`config.mk`:
```
export PLATFORM = sky130hd
export DESIGN_NAME = reg_access_sched
export DESIGN_NICKNAME = d
export VERILOG_FILES = /design/src/rtl/riscv_rf_pkg.sv /design/src/rtl/reg_access_sched_wb_rr_arb.sv /design/src/rtl/reg_access_sched.sv
export SDC_FILE = /design/constraint.sdc
export NUM_CORES = 1
export LEC_CHECK = 0
export CORE_MARGIN = 5
export CORE_UTILIZATION = 39
export DETAILED_ROUTE_END_ITERATION = 7
export GPL_ROUTABILITY_DRIVEN = 0
export GPL_TIMING_DRIVEN = 0
export PLACE_DENSITY = 0.78
export SLEW_MARGIN = 20
export SYNTH_ARGS = -nofsm -noshare
export SYNTH_HDL_FRONTEND = slang
export SYNTH_SLANG_ARGS = --single-unit
```
`constraint.sdc`:
```
create_clock -name clk -period 4.8 [get_ports clk]
set_input_delay 0.72 -clock clk [delete_from_list [all_inputs] [get_ports clk]]
set_output_delay 0.72 -clock clk [all_outputs]
set_load 0.1 [all_outputs]
```
`src/rtl/riscv_rf_pkg.sv`:
```
// Shared types for the register-file access scheduler.
package riscv_rf_pkg;
  localparam int REG_AW   = 5;
  localparam int NUM_REGS = 32;

  typedef logic [REG_AW-1:0] reg_idx_t;

  typedef enum logic [1:0] {
    IDLE = 2'd0,
    READ = 2'd1,
    RESP = 2'd2
  } sched_state_e;
endpackage

```
`src/rtl/reg_access_sched_wb_rr_arb.sv`:
```
// Two-requester round-robin arbiter for the register-file write port.
// req[0]/gnt[0] = ALU writeback, req[1]/gnt[1] = MEM writeback.
module wb_rr_arb (
  input  logic       clk,
  input  logic       rst,
  input  logic [1:0] req,
  output logic [1:0] gnt
);
  // ptr_q = 0: ALU has priority; ptr_q = 1: MEM has priority
  logic ptr_q;

  // Priority pick; nothing is granted while reset is asserted
  always_comb begin
    gnt = 2'b00;
    if (!rst) begin
      if (!ptr_q) begin
        if (req[0])      gnt = 2'b01;
        else if (req[1]) gnt = 2'b10;
      end else begin
        if (req[1])      gnt = 2'b10;
        else if (req[0]) gnt = 2'b01;
      end
    end
  end

  // Pointer moves past the winner, only when something was granted
  always_ff @(posedge clk or posedge rst) begin
    if (rst)         ptr_q <= 1'b0;
    else if (gnt[0]) ptr_q <= 1'b1;
    else if (gnt[1]) ptr_q <= 1'b0;
  end
endmodule

```
`src/rtl/reg_access_sched.sv`:
```
// Register-file access scheduler: operand read sequencing, writeback
// arbitration and a per-register busy scoreboard (RAW / WAW stalls).
// Optional feature: define REG_SCHED_BYPASS_EN to forward a writeback granted
// in the issue cycle straight into the operand, saving one cycle per RAW release.
module reg_access_sched
  import riscv_rf_pkg::*;
#(
  parameter int D_WIDTH  = 32,
  parameter int NUM_REGS = 32
) (
  input  logic               clk,
  input  logic               rst,
  input  logic               iss_valid,
  output logic               iss_ready,
  input  logic [REG_AW-1:0]  iss_rs1,
  input  logic [REG_AW-1:0]  iss_rs2,
  input  logic [REG_AW-1:0]  iss_rd,
  input  logic               iss_rd_we,
  output logic               op_valid,
  input  logic               op_ready,
  output logic [D_WIDTH-1:0] op_rs1_dat,
  output logic [D_WIDTH-1:0] op_rs2_dat,
  input  logic               alu_wb_valid,
  input  logic [REG_AW-1:0]  alu_wb_rd,
  input  logic [D_WIDTH-1:0] alu_wb_dat,
  output logic               alu_wb_ready,
  input  logic               mem_wb_valid,
  input  logic [REG_AW-1:0]  mem_wb_rd,
  input  logic [D_WIDTH-1:0] mem_wb_dat,
  output logic               mem_wb_ready,
  output logic [REG_AW-1:0]  rf_rs1,
  output logic [REG_AW-1:0]  rf_rs2,
  output logic               rf_ld,
  input  logic [D_WIDTH-1:0] rf_rs1Out,
  input  logic [D_WIDTH-1:0] rf_rs2Out,
  output logic [REG_AW-1:0]  rf_rd,
  output logic               rf_str,
  output logic [D_WIDTH-1:0] rf_WBDat
);
  sched_state_e          state_q, state_d;
  logic [NUM_REGS-1:0]   busy_q, busy_d;
  logic [1:0]            gnt;
  logic                  wb_fire;
  logic [REG_AW-1:0]     wb_rd;
  logic [D_WIDTH-1:0]    wb_dat;
  logic                  rs1_hz, rs2_hz, rd_hz, accept;
  logic [REG_AW-1:0]     rs1_q, rs2_q;
  logic                  op_valid_q;
`ifdef REG_SCHED_BYPASS_EN
  logic                  byp1, byp2;
  logic                  byp1_q, byp2_q;
  logic [D_WIDTH-1:0]    byp1_dat_q, byp2_dat_q;
`endif

  wb_rr_arb u_arb (
    .clk (clk),
    .rst (rst),
    .req ({mem_wb_valid, alu_wb_valid}),
    .gnt (gnt)
  );

  // Writeback mux onto the single register-file write port; x0 writes are dropped
  always_comb begin
    wb_fire      = |gnt;
    wb_rd        = gnt[1] ? mem_wb_rd  : alu_wb_rd;
    wb_dat       = gnt[1] ? mem_wb_dat : alu_wb_dat;
    alu_wb_ready = gnt[0];
    mem_wb_ready = gnt[1];
    rf_rd        = wb_rd;
    rf_WBDat     = wb_dat;
    rf_str       = wb_fire && (wb_rd != '0);
  end

  // Hazard detection from the registered scoreboard; x0 is never busy
  always_comb begin
    rs1_hz = busy_q[iss_rs1] && (iss_rs1 != '0);
    rs2_hz = busy_q[iss_rs2] && (iss_rs2 != '0);
    rd_hz  = iss_rd_we && busy_q[iss_rd] && (iss_rd != '0);
`ifdef REG_SCHED_BYPASS_EN
    byp1   = wb_fire && (wb_rd == iss_rs1) && (iss_rs1 != '0);
    byp2   = wb_fire && (wb_rd == iss_rs2) && (iss_rs2 != '0);
    rs1_hz = rs1_hz && !byp1;
    rs2_hz = rs2_hz && !byp2;
`endif
    accept    = !rst && (state_q == IDLE) && iss_valid && !(rs1_hz || rs2_hz || rd_hz);
    iss_ready = accept;
    rf_ld     = accept;
    rf_rs1    = iss_rs1;
    rf_rs2    = iss_rs2;
  end

  // Scoreboard next value: clear on writeback, set on accepted writer; set wins
  always_comb begin
    busy_d = busy_q;
    if (wb_fire) busy_d[wb_rd] = 1'b0;
    if (accept && iss_rd_we && (iss_rd != '0)) busy_d[iss_rd] = 1'b1;
    busy_d[0] = 1'b0;
  end

  // FSM next state: IDLE -> READ -> RESP -> IDLE
  always_comb begin
    state_d = state_q;
    case (state_q)
      IDLE:    if (accept) state_d = READ;
      READ:    state_d = RESP;
      RESP:    if (op_valid_q && op_ready) state_d = IDLE;
      default: state_d = IDLE;
    endcase
  end

  // Control state: FSM, scoreboard, operand valid, latched source indices
  always_ff @(posedge clk or posedge rst) begin
    if (rst) begin
      state_q    <= IDLE;
      busy_q     <= '0;
      op_valid_q <= 1'b0;
      rs1_q      <= '0;
      rs2_q      <= '0;
    end else begin
      state_q <= state_d;
      busy_q  <= busy_d;
      if (accept) begin
        rs1_q <= iss_rs1;
        rs2_q <= iss_rs2;
      end
      if (state_q == READ)                           op_valid_q <= 1'b1;
      else if (state_q == RESP && op_valid_q && op_ready) op_valid_q <= 1'b0;
    end
  end

`ifdef REG_SCHED_BYPASS_EN
  // Capture writeback data granted in the accept cycle, per source
  always_ff @(posedge clk or posedge rst) begin
    if (rst) begin
      byp1_q     <= 1'b0;
      byp2_q     <= 1'b0;
      byp1_dat_q <= '0;
      byp2_dat_q <= '0;
    end else if (accept) begin
      byp1_q     <= byp1;
      byp2_q     <= byp2;
      byp1_dat_q <= wb_dat;
      byp2_dat_q <= wb_dat;
    end
  end
`endif

  // Operand capture in READ; held stable through RESP
  always_ff @(posedge clk or posedge rst) begin
    if (rst) begin
      op_rs1_dat <= '0;
      op_rs2_dat <= '0;
    end else if (state_q == READ) begin
`ifdef REG_SCHED_BYPASS_EN
      op_rs1_dat <= (rs1_q == '0) ? '0 : (byp1_q ? byp1_dat_q : rf_rs1Out);
      op_rs2_dat <= (rs2_q == '0) ? '0 : (byp2_q ? byp2_dat_q : rf_rs2Out);
`else
      op_rs1_dat <= (rs1_q == '0) ? '0 : rf_rs1Out;
      op_rs2_dat <= (rs2_q == '0) ? '0 : rf_rs2Out;
`endif
    end
  end

  assign op_valid = op_valid_q;
endmodule
```
# After elaboration in Yosys (flattened, before gate mapping)
# Index checks and enable logic that the tools add are counted.
# op_classes
n_lt_le_gt_ge,6
n_eq_ne,4
muxes,29
bitwise,3
reduce_logical,30
# op_table
op,n
32-bit 2-to-1 mux,5
32-bit bitwise AND,1
32-bit inverter,1
32-bit OR,1
"5-bit by 6-bit < comparator with 1-bit output, second input constant",4
5-bit nonzero test,4
1-bit binary-select mux with 5-bit select,3
1-bit logical AND,15
2-bit 2-to-1 mux,7
1-bit demux with 5-bit select,2
"5-bit by 1-bit >= comparator with 1-bit output, second input constant",2
5-bit logical NOT,2
1-bit 2-to-1 mux,10
2-bit one-hot mux with 3 select lines,1
5-bit 2-to-1 mux,1
"2-bit inequality test, second input constant",2
2-bit nonzero test,2
"2-bit by 1-bit == test with 1-bit output, second input constant",1
"2-bit == test, second input constant",1
1-bit logical NOT,2
2-bit logical NOT,1
1-bit logical OR,2
2-bit AND reduction,1
2-bit OR reduction,1
# word_totals
register_bits,109
inputBits,160
output_inout_bits,117
elab_cells,80

# Longest topological paths before layout
# Gate-level depths: netlist of run 1.
# logic_depth
word_depth,14
depth_mapped,11
mapped_depth_nobuf,7

# Modules after synthesis
# Synthesis of run 1 repeated with hierarchy kept, for this count alone.
# hier_totals
hier_cells,455
area_unflattened_um2,5615.4
# modules_own_cells
module,instances,cells_each,area_per_inst_um2
reg_access_sched,1,447,5544.1
wb_rr_arb,1,8,71.3

# Worst setup path after synthesis of run 1
# No wires, ideal clock.
# synth_path
path_type,input-to-output
from,input rst
to,output alu_wb_ready
arrival_time_ns,4.754
required_ns,4.080
setup_slack_ns,-0.674
stages,3
n_path_buf,0
cell_sequence,inv_1 -> nand2_1 -> a21oi_1
# synth_via
elab_chain_len,1
# synth_rtl
element,line,rtl
from (decl),reg_access_sched.sv:12,"input logic rst,"
2-bit 2-to-1 mux,reg_access_sched_wb_rr_arb.sv:15,if (!rst) begin
to (decl),reg_access_sched.sv:26,"output logic alu_wb_ready,"
# Every way passes these cells.

# Final worst setup path of run 1
# layout_path
from,input iss_rd[0]
to,output rf_ld
# layout_via
elab_chain_len,7
# layout_rtl
element,line,rtl
from (decl),reg_access_sched.sv:17,"input logic [REG_AW-1:0] iss_rd,"
1-bit binary-select mux with 5-bit select,reg_access_sched.sv:78,rd_hz = iss_rd_we && busy_q[iss_rd] && (iss_rd != '0);
1-bit 2-to-1 mux (not written as such),reg_access_sched.sv:78,
1-bit logical AND,reg_access_sched.sv:78,
1-bit logical AND (*),reg_access_sched.sv:78,
1-bit logical OR (*),reg_access_sched.sv:85,accept = !rst && (state_q == IDLE) && iss_valid && !(rs1_hz || rs2_hz || rd_hz);
1-bit logical NOT (*),reg_access_sched.sv:85,
1-bit logical AND (*),reg_access_sched.sv:85,
to (decl),reg_access_sched.sv:33,"output logic rf_ld,"
# Every way passes the cells marked *; elsewhere a longest branch is shown, timed or not. The select of a mux whose other input is x is not followed.

==> results.cfg, run 1 <==
[synth]
synthesis.nets = 697
synth_area_per_cell_um2 = 10.55
synth_top_cell_area_share_pct = 48.17
synth_seq_cells = 109
synth.yosys.seq_area_share_pct = 48.17
number_of_enable_type_register_cells_in_the_synthesized_netlist = 0
synth_async_sr_flop_share_pct = 100.0
yosys-top-cells-area = sky130_fd_sc_hd__dfrtp_1 (48%), sky130_fd_sc_hd__a22o_1 (9.9%), sky130_fd_sc_hd__nand2_1 (7.4%)
yosysWarningCount = 0
synthCells = 537
ys_dominant_reg_cell = sky130_fd_sc_hd__dfrtp_1
synth.most_common_cell = sky130_fd_sc_hd__nand2_1
synthTopCellsByCount = sky130_fd_sc_hd__nand2_1 (111), sky130_fd_sc_hd__dfrtp_1 (109), sky130_fd_sc_hd__a22o_1 (64)
yosysUniqueCellTypes = 40
cell_type_with_the_highest_aggregate_area_in_the_netlist = sky130_fd_sc_hd__dfrtp_1
post_synth_instance_area_mm2 = 0.005663

[cts]
postCtsSetupBuffers = 0
cts_tree = done
cts.sinks = 109
clk_root_buffer_cell = sky130_fd_sc_hd__clkbuf_16
hold_buffers = 0
clk_transition_reported_paths_ns = 0.07
clock_tree.htree_level_count = 3
worstSkewPairLatency_ns = 0.36
cts_resized = 13
clk_path_buf_depth = 2
cts_inserted_buffers = 9

[timing]
final.period_utilization_pct = 95.83
achievable-frequency_mhz = 217.4
worst-slew-pin-transition_ns = 1.028
skew_ns = 0.01060
relSlewSlack_pct = 31.26
timing_hold_violations_final = 0
setup_viol = 0
timing.final.crit_period_ns = 4.600
grt_setup_unrepaired = no
report.final.slew_viol_count = 0

[job]
max_cap_violations = 0

[power_and_ir_drop]
power.share.combinational_pct = 63.0
switchingPower_w = 0.003449
power.ir.vdd_worst_mv = 0.3567
leakage_power_nw = 4.134
clkPwrFrac_pct = 12.6
netSwitchingFraction_pct = 55.98
sequential_cell_fraction_of_total_power_pct = 24.4
power_w = 0.006161
power_density_mw_per_mm2 = 681.6
p_int_w = 0.002712

[cells_and_area]
finish.utilization_pct = 62.90
syn2layout_area_growth_pct = 59.61
ratio_of_cells_with_drive_above_1_in_the_final_layout_pct = 9.455
layout.nets = 980

[setup_path]
setup.worst_path.end_class = output pin
crit_arrival_ns = 3.88
crit_type = primary input to output pin
worst_ep_required_time_ns = 4.08
timing.critical_path.from_type = primary input
worst-path-max-fanout = 10

[floorplanning]
floorplan.die.height_um = 130.5
fp.coreArea_mm2 = 0.01437
die_area_mm2 = 0.01703
initial_core_util_pct = 39.41
fp-row-count = 44
width_of_the_chip_um = 130.5
boundaryPins = 277

[placed_design]
place_hpwl_um = 16110
port_buffer_count = 269

[hold_path]
min_path_type = flip-flop to flip-flop

[route]
first_iter_violations = 505
wl_per_cell_um = 20.21
drc_errors = 0
drt_wl_total_um = 20410
num_vias = 5599
dr.pass1.iters = 5
final_antenna_net_count = 0
routed_via_density = 5.544

[global_routing]
top_usage_layer = met2
grtUsageMet3_pct = 6.057
grt_max_degree = 35
grt_use_total_pct = 23.37
grt-ovfl-total = 0
globalRouteMet2Util_pct = 40.26
first_pass_grt_wire_length_um = 31000
global_route.usage.met1_pct = 28.36
grt_pass1_vias = 5738
number_of_antenna_violations_at_the_first_check_in_global_routing = 1

[status]
result_of_the_run = complete, no violations
[registers in the layout, indices dropped and copies added, names as in the netlist]
signal and count:
op_rs2_dat 32, rs1_q 5, u_arb.ptr_q 1, state_q 2, busy_q 31, op_valid 1, rs2_q 5, op_rs1_dat 32
[metrics by stage]
stage	instances	instance area, µm²	hold WS [ns]	setup slack (ns)	TNS, ns
after floorplan	537	5667	0.4763	0.2884	0
after global placement	990	8589	0.4880	-0.7526	-2.124
after detailed placement	993	8657	0.4919	-0.7821	-1.532
after CTS	1009	8954	0.5121	0.06117	0
after global routing	1010	9039	0.5196	0.009316	0
final	1010	9039	0.5020	0.2002	0
[placed cells by master (no fill, tap or decap), types with 5 or more instances in the layout]
cell type	count
sky130_fd_sc_hd__nand2_1	111
sky130_fd_sc_hd__nand3b_1	8
sky130_fd_sc_hd__a22o_1	64
sky130_fd_sc_hd__nor3_1	6
sky130_fd_sc_hd__a21oi_1	9
sky130_fd_sc_hd__mux2_2	5
sky130_fd_sc_hd__dfrtp_1	109
sky130_fd_sc_hd__mux2i_1	15
sky130_fd_sc_hd__inv_1	8
sky130_fd_sc_hd__nor2_1	7
sky130_fd_sc_hd__mux2_4	7
sky130_fd_sc_hd__o21ai_0	37
sky130_fd_sc_hd__nor3b_1	7
sky130_fd_sc_hd__clkdlybuf4s50_1	235
sky130_fd_sc_hd__buf_4	13
sky130_fd_sc_hd__buf_1	5
sky130_fd_sc_hd__clkbuf_16	9
sky130_fd_sc_hd__dlymetal6s2s_1	31
sky130_fd_sc_hd__clkbuf_1	23
sky130_fd_sc_hd__o31ai_1	32
sky130_fd_sc_hd__nand3_1	12
sky130_fd_sc_hd__buf_6	6
sky130_fd_sc_hd__mux4_2	18
[final cells by class]
cell class              instances  area [µm²]
repair buffers                272        2831
clock buffers                   9       225.2
plain buffers                  50       282.8
fillers                      1123        5330
multi-input cells             368        2618
diodes                          1       2.502
clock inverters                 7       80.08
well taps                     184       230.2
inverters                      10       41.29
flip-flops and latches        109        2728
[logic make-up after synthesis]
| group | Yosys count | synth area share, % |
|---|---|---|
| and+or+nand+nor | 173 | 14.23 |
| DFF | 109 | 48.17 |
| buffers and inverters | 60 | 5.612 |
| AOI/OAI and AO/OA | 150 | 19.33 |
| muxes | 45 | 12.66 |
[power by group through the flow]
stage | Clock, W | Sequential [W] | Combinational (W)
after floorplan | 0 | 0.00351 | 0.000883
after global placement | 0 | 0.00150 | 0.00386
after detailed placement | 0 | 0.00152 | 0.00389
after CTS | 0.000785 | 0.00150 | 0.00390
after global routing | 0.000827 | 0.00155 | 0.00400
final | 0.000774 | 0.00150 | 0.00388
[path summary, 6_finish.rpt]
path / from / to / slack, ns / cells past startpoint
setup / recovery: iss_rd[0] / rf_ld / 0.20 / 11
hold / removal: op_rs1_dat[23] / op_rs1_dat[23] / 0.50 / 1
setup reg to reg: busy_q[31] / rs1_q[3] / 1.99 / 8
hold reg to reg: op_rs1_dat[23] / op_rs1_dat[23] / 0.50 / 1
max in group asynchronous: rst / op_rs2_dat[11] / 3.18 / 4
min in group asynchronous: rst / op_rs1_dat[20] / 0.90 / 2
[worst max-delay path, stage by stage]
cell and delay [ns]:
sky130_fd_sc_hd__clkdlybuf4s50_1 0.62, sky130_fd_sc_hd__clkbuf_2 0.29, sky130_fd_sc_hd__mux4_2 0.54, sky130_fd_sc_hd__a32oi_1 0.24
sky130_fd_sc_hd__a31oi_1 0.14, sky130_fd_sc_hd__or4_1 0.55, sky130_fd_sc_hd__buf_6 0.16, sky130_fd_sc_hd__buf_6 0.15
sky130_fd_sc_hd__inv_1 0.07, sky130_fd_sc_hd__buf_4 0.10, sky130_fd_sc_hd__buf_4 0.27
[per-layer routing]
| metal | part of all wire (%) | vias up |
|---|---|---|
| li1 | - | 2533 |
| met1 | 37 | 2711 |
| met2 | 50 | 320 |
| met3 | 10 | 35 |
| met4 | 2.0 | 0 |
| met5 | 0 | - |
Note: power is estimated with default switching activity, not from simulation.
==> inputs of run 2 (changes only) <==
- CORE_MARGIN: 5 -> unset
- CTS_CLUSTER_DIAMETER: unset -> 60
- SYNTH_HIERARCHICAL: unset -> 1
==> run 2 against run 1 <==
  * Die area shrank 13%
  * Critical path depth shrank 4
  * Cell count down 8.7%
  * Sequential power about the same
  * Critical path type unchanged
  * Critical endpoint is now rf_rd[0]
  * Largest power group unchanged
==> results.cfg, run 2 <==
[timing]
timing_hold_violations_final = 0
total_negative_slack_for_setup_checks_ns = 0
report.final.slew_viol_count = 0
worst-slew-pin-transition_ns = 1.069
skew_ns = 0.009213
grt_setup_unrepaired = no
final.period_utilization_pct = 95.82
setup_viol = 0
timing.final.crit_period_ns = 4.599
setup_ws_ns = 0.2007
relSlewSlack_pct = 28.51
achievable-frequency_mhz = 217.4

[power_and_ir_drop]
power_w = 0.006050
leakage_power_nw = 3.650
power.ir.vdd_worst_mv = 0.4016
power_density_mw_per_mm2 = 680.0

[floorplanning]
floorplan.die.height_um = 122.0
fp-row-count = 43
fp.coreArea_mm2 = 0.01399
initial_core_util_pct = 40.14
die_area_mm2 = 0.01488
width_of_the_chip_um = 122.0
boundaryPins = 277

[synth]
synth_top_cell_area_share_pct = 48.57
yosysUniqueCellTypes = 42
ys_dominant_reg_cell = sky130_fd_sc_hd__dfrtp_1
post_synth_instance_area_mm2 = 0.005615
synthCells = 455
synth.most_common_cell = sky130_fd_sc_hd__dfrtp_1
cell_type_with_the_highest_aggregate_area_in_the_netlist = sky130_fd_sc_hd__dfrtp_1
yosys-top-cells-area = sky130_fd_sc_hd__dfrtp_1 (49%), sky130_fd_sc_hd__a22o_1 (10%), sky130_fd_sc_hd__mux2_2 (7.8%)
synth_seq_cells = 109
yosysWarningCount = 6
synth.yosys.seq_area_share_pct = 48.57
number_of_enable_type_register_cells_in_the_synthesized_netlist = 0
synth_area_per_cell_um2 = 12.34
synthesis.nets = 615
synthTopCellsByCount = sky130_fd_sc_hd__dfrtp_1 (109), sky130_fd_sc_hd__a22o_1 (65), sky130_fd_sc_hd__mux2_2 (39)
synth_async_sr_flop_share_pct = 100.0

[placed_design]
port_buffer_count = 270
dpl_cell_area_mm2 = 0.008579
place_hpwl_um = 14930
placement.setup.worst_slack_ns = -0.6820

[cts]
postCtsSetupBuffers = 0
clk_root_buffer_cell = sky130_fd_sc_hd__clkbuf_16
hold_buffers = 0
cts_tree = done
worstSkewPairLatency_ns = 0.35
cts.sinks = 109
clk_transition_reported_paths_ns = 0.07
cts_inserted_buffers = 9
clock_tree.htree_level_count = 3
clk_path_buf_depth = 2

[setup_path]
crit_type = primary input to output pin
worst-path-max-fanout = 10
timing.reg2reg.worst_path_depth = 8
timing.critical_path.from_type = primary input
crit_arrival_ns = 3.88
setup.worst_path.end_class = output pin
worst_ep_required_time_ns = 4.08

[route]
route.top_layer_used = met4
dr_wl_met2_um = 9882
drt_wl_total_um = 18770
dr.pass1.iters = 5
num_vias = 5128
met3WireLength_um = 1885
final_antenna_net_count = 0
wl_per_cell_um = 20.36
routed_via_density = 5.562
drc_errors = 0
first_iter_violations = 339
routedLengthMet1_um = 6724

[global_routing]
number_of_antenna_violations_at_the_first_check_in_global_routing = 0
grt-ovfl-total = 0
grt_use_total_pct = 25.62
grt_pass1_vias = 5298
first_pass_grt_wire_length_um = 28570
grt_max_degree = 71

[cells_and_area]
top_regs = op_rs1_dat: 32 flops, op_rs2_dat: 32 flops, busy_q: 31 flops
ratio_of_cells_with_drive_above_1_in_the_final_layout_pct = 19.81
finish.utilization_pct = 63.60
antenna-diode-count = 0
layout.nets = 897
syn2layout_area_growth_pct = 58.42
layout_common_cells = sky130_fd_sc_hd__clkdlybuf4s50_1 (238), sky130_fd_sc_hd__dfrtp_1 (109), sky130_fd_sc_hd__a22o_1 (65), sky130_fd_sc_hd__mux2_2 (39), sky130_fd_sc_hd__o21ai_0 (33)
finish.instance_area_mm2 = 0.008896
mostFrequentLayoutCell = sky130_fd_sc_hd__clkdlybuf4s50_1

[status]
result_of_the_run = complete, no violations

[job]
max_cap_violations = 0

[hold_path]
worst_hold_path.num_cells = 1
min_path_type = flip-flop to flip-flop
[run 2: cell families after synthesis]
family / after synthesis / share of synthesized area, %
simple gates: 63 / 6.930
mux: 76 / 19.27
flops: 109 / 48.57
buf+inv: 57 / 5.548
compound gates: 150 / 19.67
[run 2: per-stage QoR]
| stage | hold WS [ns] | cells |
|---|---|---|
| 3_5_place_dp | 0.4898 | 906 |
| 3_3_place_gp | 0.4812 | 905 |
| 5_1_grt | 0.5218 | 922 |
| 6_report | 0.5036 | 922 |
| 4_1_cts | 0.5027 | 922 |
| 2_1_floorplan | 0.4487 | 455 |
[run 2: path summary, 6_finish.rpt]
check / start / to / slack (ns)
max: rst / rf_rd[0] / 0.20
min: u_arb/ptr_q / u_arb/ptr_q / 0.50
max reg2reg: busy_q[26] / rs2_q[0] / 2.06
min reg2reg: u_arb/ptr_q / u_arb/ptr_q / 0.50
max in group asynchronous: rst / op_rs1_dat[2] / 3.22
min in group asynchronous: rst / u_arb/ptr_q / 0.76
[run 2: metal layers]
metal  GRT usage, %  up-vias
met5              0        -
met3          7.303       21
met4          7.562        0
met1          27.97     2510
met2          47.56      292
li1               -     2305
[run 2: report_power, final]
part	internal [W]	total, W	switching (W)
clock network	0.000370	0.000717	0.000347
registers	0.00128	0.00150	0.000225
logic	0.00102	0.00383	0.00281
[run 2: critical path, cell delays in order]
cell                              delay (ns)
sky130_fd_sc_hd__clkdlybuf4s50_1        0.59
sky130_fd_sc_hd__nor2b_2                0.20
sky130_fd_sc_hd__a21boi_2               0.22
sky130_fd_sc_hd__clkbuf_1               0.30
sky130_fd_sc_hd__clkbuf_1               0.44
sky130_fd_sc_hd__a21o_1                 0.24
sky130_fd_sc_hd__clkdlybuf4s50_1        1.16
[run 2: layout make-up]
cell class                 count  area [µm²]
multi-input combinational    289        2580
clock inverter                 6       45.04
tap                          180       225.2
timing repair buffer         271        2760
sequential                   109        2728
inverter                      12       50.05
fill                        1097        5092
buffer                        45       269.0
clock buffer                  10       239.0
[run 2: timing repair]
item | CTS | global route
hold endpoints to repair | 0 | 0
endpoints found under the setup margin | 32 | 2
resized for setup | 98 | 6
==> inputs of run 3 (changes only) <==
- ABC_AREA: unset -> 1
- PLACE_DENSITY: 0.78 -> 0.75
==> run 3 against run 2 <==
  * Routed wire length increased by 20%
  * Setup slack improved by 0.083 ns
  * Global-route usage increased by 0.79 points
  * Cell count increased by 58%
  * Fmax increased by 1.8%
  * Critical path type unchanged
  * Largest power group unchanged
  * Non-clock buffer count increased by 22
  * Count of clock-buffer cells in the layout increased by 1
==> results.cfg, run 3 <==
[cts]
cts_inserted_buffers = 9
clk_root_buffer_cell = sky130_fd_sc_hd__clkbuf_16
postCtsSetupBuffers = 0
cts_tree = done
worstSkewPairLatency_ns = 0.35
clk_transition_reported_paths_ns = 0.07
cts.sinks = 109
clock_tree.htree_level_count = 3
clk_path_buf_depth = 2

[synth]
synth_async_sr_flop_share_pct = 100.0
synth_top_cell_area_share_pct = 42.15
yosys-mux-area-fraction_pct = 0
ys_dominant_reg_cell = sky130_fd_sc_hd__dfrtp_1
synth_seq_cells = 109
yosysUniqueCellTypes = 29
synth.yosys.seq_area_share_pct = 42.15
number_of_enable_type_register_cells_in_the_synthesized_netlist = 0
yosys-top-cells-area = sky130_fd_sc_hd__dfrtp_1 (42%), sky130_fd_sc_hd__nand2_1 (26%), sky130_fd_sc_hd__nand3_1 (9.2%)
synthXorXnorAreaFrac_pct = 0
synth_area_per_cell_um2 = 6.805
post_synth_fa_ha_maj_area_fraction_pct = 0
yosys.area_share.simple_pct = 43.89
synth.most_common_cell = sky130_fd_sc_hd__nand2_1
cell_type_with_the_highest_aggregate_area_in_the_netlist = sky130_fd_sc_hd__dfrtp_1
post_synth_instance_area_mm2 = 0.006471
largest_family_of_logic_cells_by_synthesized_area = simple AND/OR/NAND/NOR gates
synthCells = 951
complex_gate_fraction_of_the_synthesized_area_pct = 3.925
synthesis.nets = 1111
yosysWarningCount = 6
synthTopCellsByCount = sky130_fd_sc_hd__nand2_1 (444), sky130_fd_sc_hd__nand3_1 (119), sky130_fd_sc_hd__dfrtp_1 (109)

[power_and_ir_drop]
power_density_mw_per_mm2 = 616.1
power.ir.vdd_worst_mv = 0.5916
power.share.combinational_pct = 62.6
sequential_cell_fraction_of_total_power_pct = 24.0
netSwitchingFraction_pct = 57.67
leakage_power_nw = 4.872
switchingPower_w = 0.003512
p_int_w = 0.002578
clkPwrFrac_pct = 13.4

[floorplanning]
fp.coreArea_mm2 = 0.01606
initial_core_util_pct = 40.30
floorplan.die.height_um = 130.8
boundaryPins = 277
fp-row-count = 46
die_area_mm2 = 0.01711
width_of_the_chip_um = 130.8

[hold_path]
min-delay-start = rs2_q[0]
worst_hold_path.num_cells = 2
min_path_type = flip-flop to flip-flop
min_to = rs2_q[0]

[setup_path]
regToRegEndpoint = busy_q[30]
timing.critical_path.from_type = primary input
setup.worst_path.end_class = output pin
crit_type = primary input to output pin
worst-path-max-fanout = 29
rrSetupSlack_ns = 2.56
timing.reg2reg.worst_path_depth = 8
crit-reg2reg-launch = u_arb/ptr_q
crit_arrival_ns = 3.80
worst_ep_required_time_ns = 4.08

[global_routing]
grt_use_total_pct = 26.41
grt_max_degree = 32
grt_pass1_vias = 6603
first_pass_grt_wire_length_um = 34380
grt-ovfl-total = 0
number_of_antenna_violations_at_the_first_check_in_global_routing = 0

[route]
drt_wl_total_um = 22520
first_iter_violations = 582
final_antenna_net_count = 0
num_vias = 7259
drc_errors = 0
wl_per_cell_um = 15.42
dr.pass1.iters = 5
routed_via_density = 4.972

[cells_and_area]
top_regs = op_rs1_dat: 32 flops, op_rs2_dat: 32 flops, busy_q: 31 flops
final_cell_count_no_fill = 1460
antenna-diode-count = 0
layout_common_cells = sky130_fd_sc_hd__nand2_1 (444), sky130_fd_sc_hd__clkdlybuf4s50_1 (272), sky130_fd_sc_hd__nand3_1 (119), sky130_fd_sc_hd__dfrtp_1 (109), sky130_fd_sc_hd__inv_1 (52)
mostFrequentLayoutCell = sky130_fd_sc_hd__nand2_1
syn2layout_area_growth_pct = 52.76
layout.nets = 1399
ratio_of_cells_with_drive_above_1_in_the_final_layout_pct = 6.592

[placed_design]
place_hpwl_um = 17760
dpl.cell_count = 1444
port_buffer_count = 274

[status]
result_of_the_run = complete, no violations

[timing]
skew_ns = 0.007636
setup_viol = 0
report.final.slew_viol_count = 0
final.period_utilization_pct = 94.09
worst-slew-pin-transition_ns = 1.117
achievable-frequency_mhz = 221.4
timing_hold_violations_final = 0
relSlewSlack_pct = 25.29
grt_setup_unrepaired = no
timing.final.crit_period_ns = 4.516
total_negative_slack_for_setup_checks_ns = 0

[job]
max_cap_violations = 0
run 3: cells by family (layout without fill, tap and decap cells):
family	Yosys count	count (layout)
compound gates	47	47
simple gates	674	674
flops	109	109
buf+inv	121	414
run 3: power by group through the flow:
| stage | sequential, W | clock [W] | combinational [W] |
|---|---|---|---|
| 3_3_place_gp | 0.00146 | 0 | 0.00379 |
| 3_5_place_dp | 0.00147 | 0 | 0.00382 |
| 5_1_grt | 0.00150 | 0.000872 | 0.00397 |
| 2_1_floorplan | 0.00336 | 0 | 0.000909 |
| 4_1_cts | 0.00146 | 0.000836 | 0.00383 |
| 6_report | 0.00146 | 0.000816 | 0.00382 |
run 3: stage by stage:
step           util (%)  hold WS [ns]  power (W)  instance area, µm²  worst slack (ns)
3_5_place_dp      59.55        0.4618   0.005292                9563           -0.2050
4_1_cts           61.58        0.4810   0.006121                9888            0.1055
2_1_floorplan         -        0.4425   0.004269                6490            0.3381
6_report          61.56        0.4765   0.006091                9886            0.2838
3_3_place_gp      59.18        0.4571   0.005250                9503            -1.262
5_1_grt           61.56        0.4985   0.006351                9886          0.001454
run 3: what timing repair did:
action                     CTS  global route
pin swaps                    0             0
hold buffers                 0             0
resized for setup            2             3
setup endpoints to repair    2             2
hold endpoints to repair     0             0
run 3: worst max-delay path by stage:
stage,slack [ns],startpoint,end
finish,0.28,rst,iss_ready
floorplan,0.34,rst,rf_str
detailed placement,-0.20,rst,rf_ld
global route,0.001,rst,iss_ready
global placement,-1.26,rst,rf_ld
CTS,0.11,rst,rf_ld
run 3: worst max-delay path, stage by stage:
cell and delay, ns:
sky130_fd_sc_hd__clkdlybuf4s50_1 0.47, sky130_fd_sc_hd__clkinvlp_4 0.49, sky130_fd_sc_hd__buf_12 0.27, sky130_fd_sc_hd__nand2_1 0.07, sky130_fd_sc_hd__nor3_1 0.25, sky130_fd_sc_hd__nand2_2 0.11, sky130_fd_sc_hd__nor2_4 0.28, sky130_fd_sc_hd__nand2_4 0.09
sky130_fd_sc_hd__buf_6 0.15, sky130_fd_sc_hd__inv_1 0.06, sky130_fd_sc_hd__clkdlybuf4s15_1 0.81
run 3: per-layer routing:
metal  routed length (µm)  up-vias  share of wire [%]  GRT usage [%]
li1                     -     3602                  -              -
met1                 9115     3309                 40          33.57
met2                11190      306                 50          44.60
met3                 1425       42                6.3          4.235
met4                  788        0                3.5          11.02
met5                    0        -                  0              0
run 3: cell type report:
cell class	count	area, µm²
repair buffers	277	2798
plain buffers	61	416.7
multi-input cells	721	3109
inverters	60	236.5
flip-flops and latches	109	2728
fillers	1450	6172
well taps	216	270.3
clock inverters	5	75.07
clock buffers	11	252.7
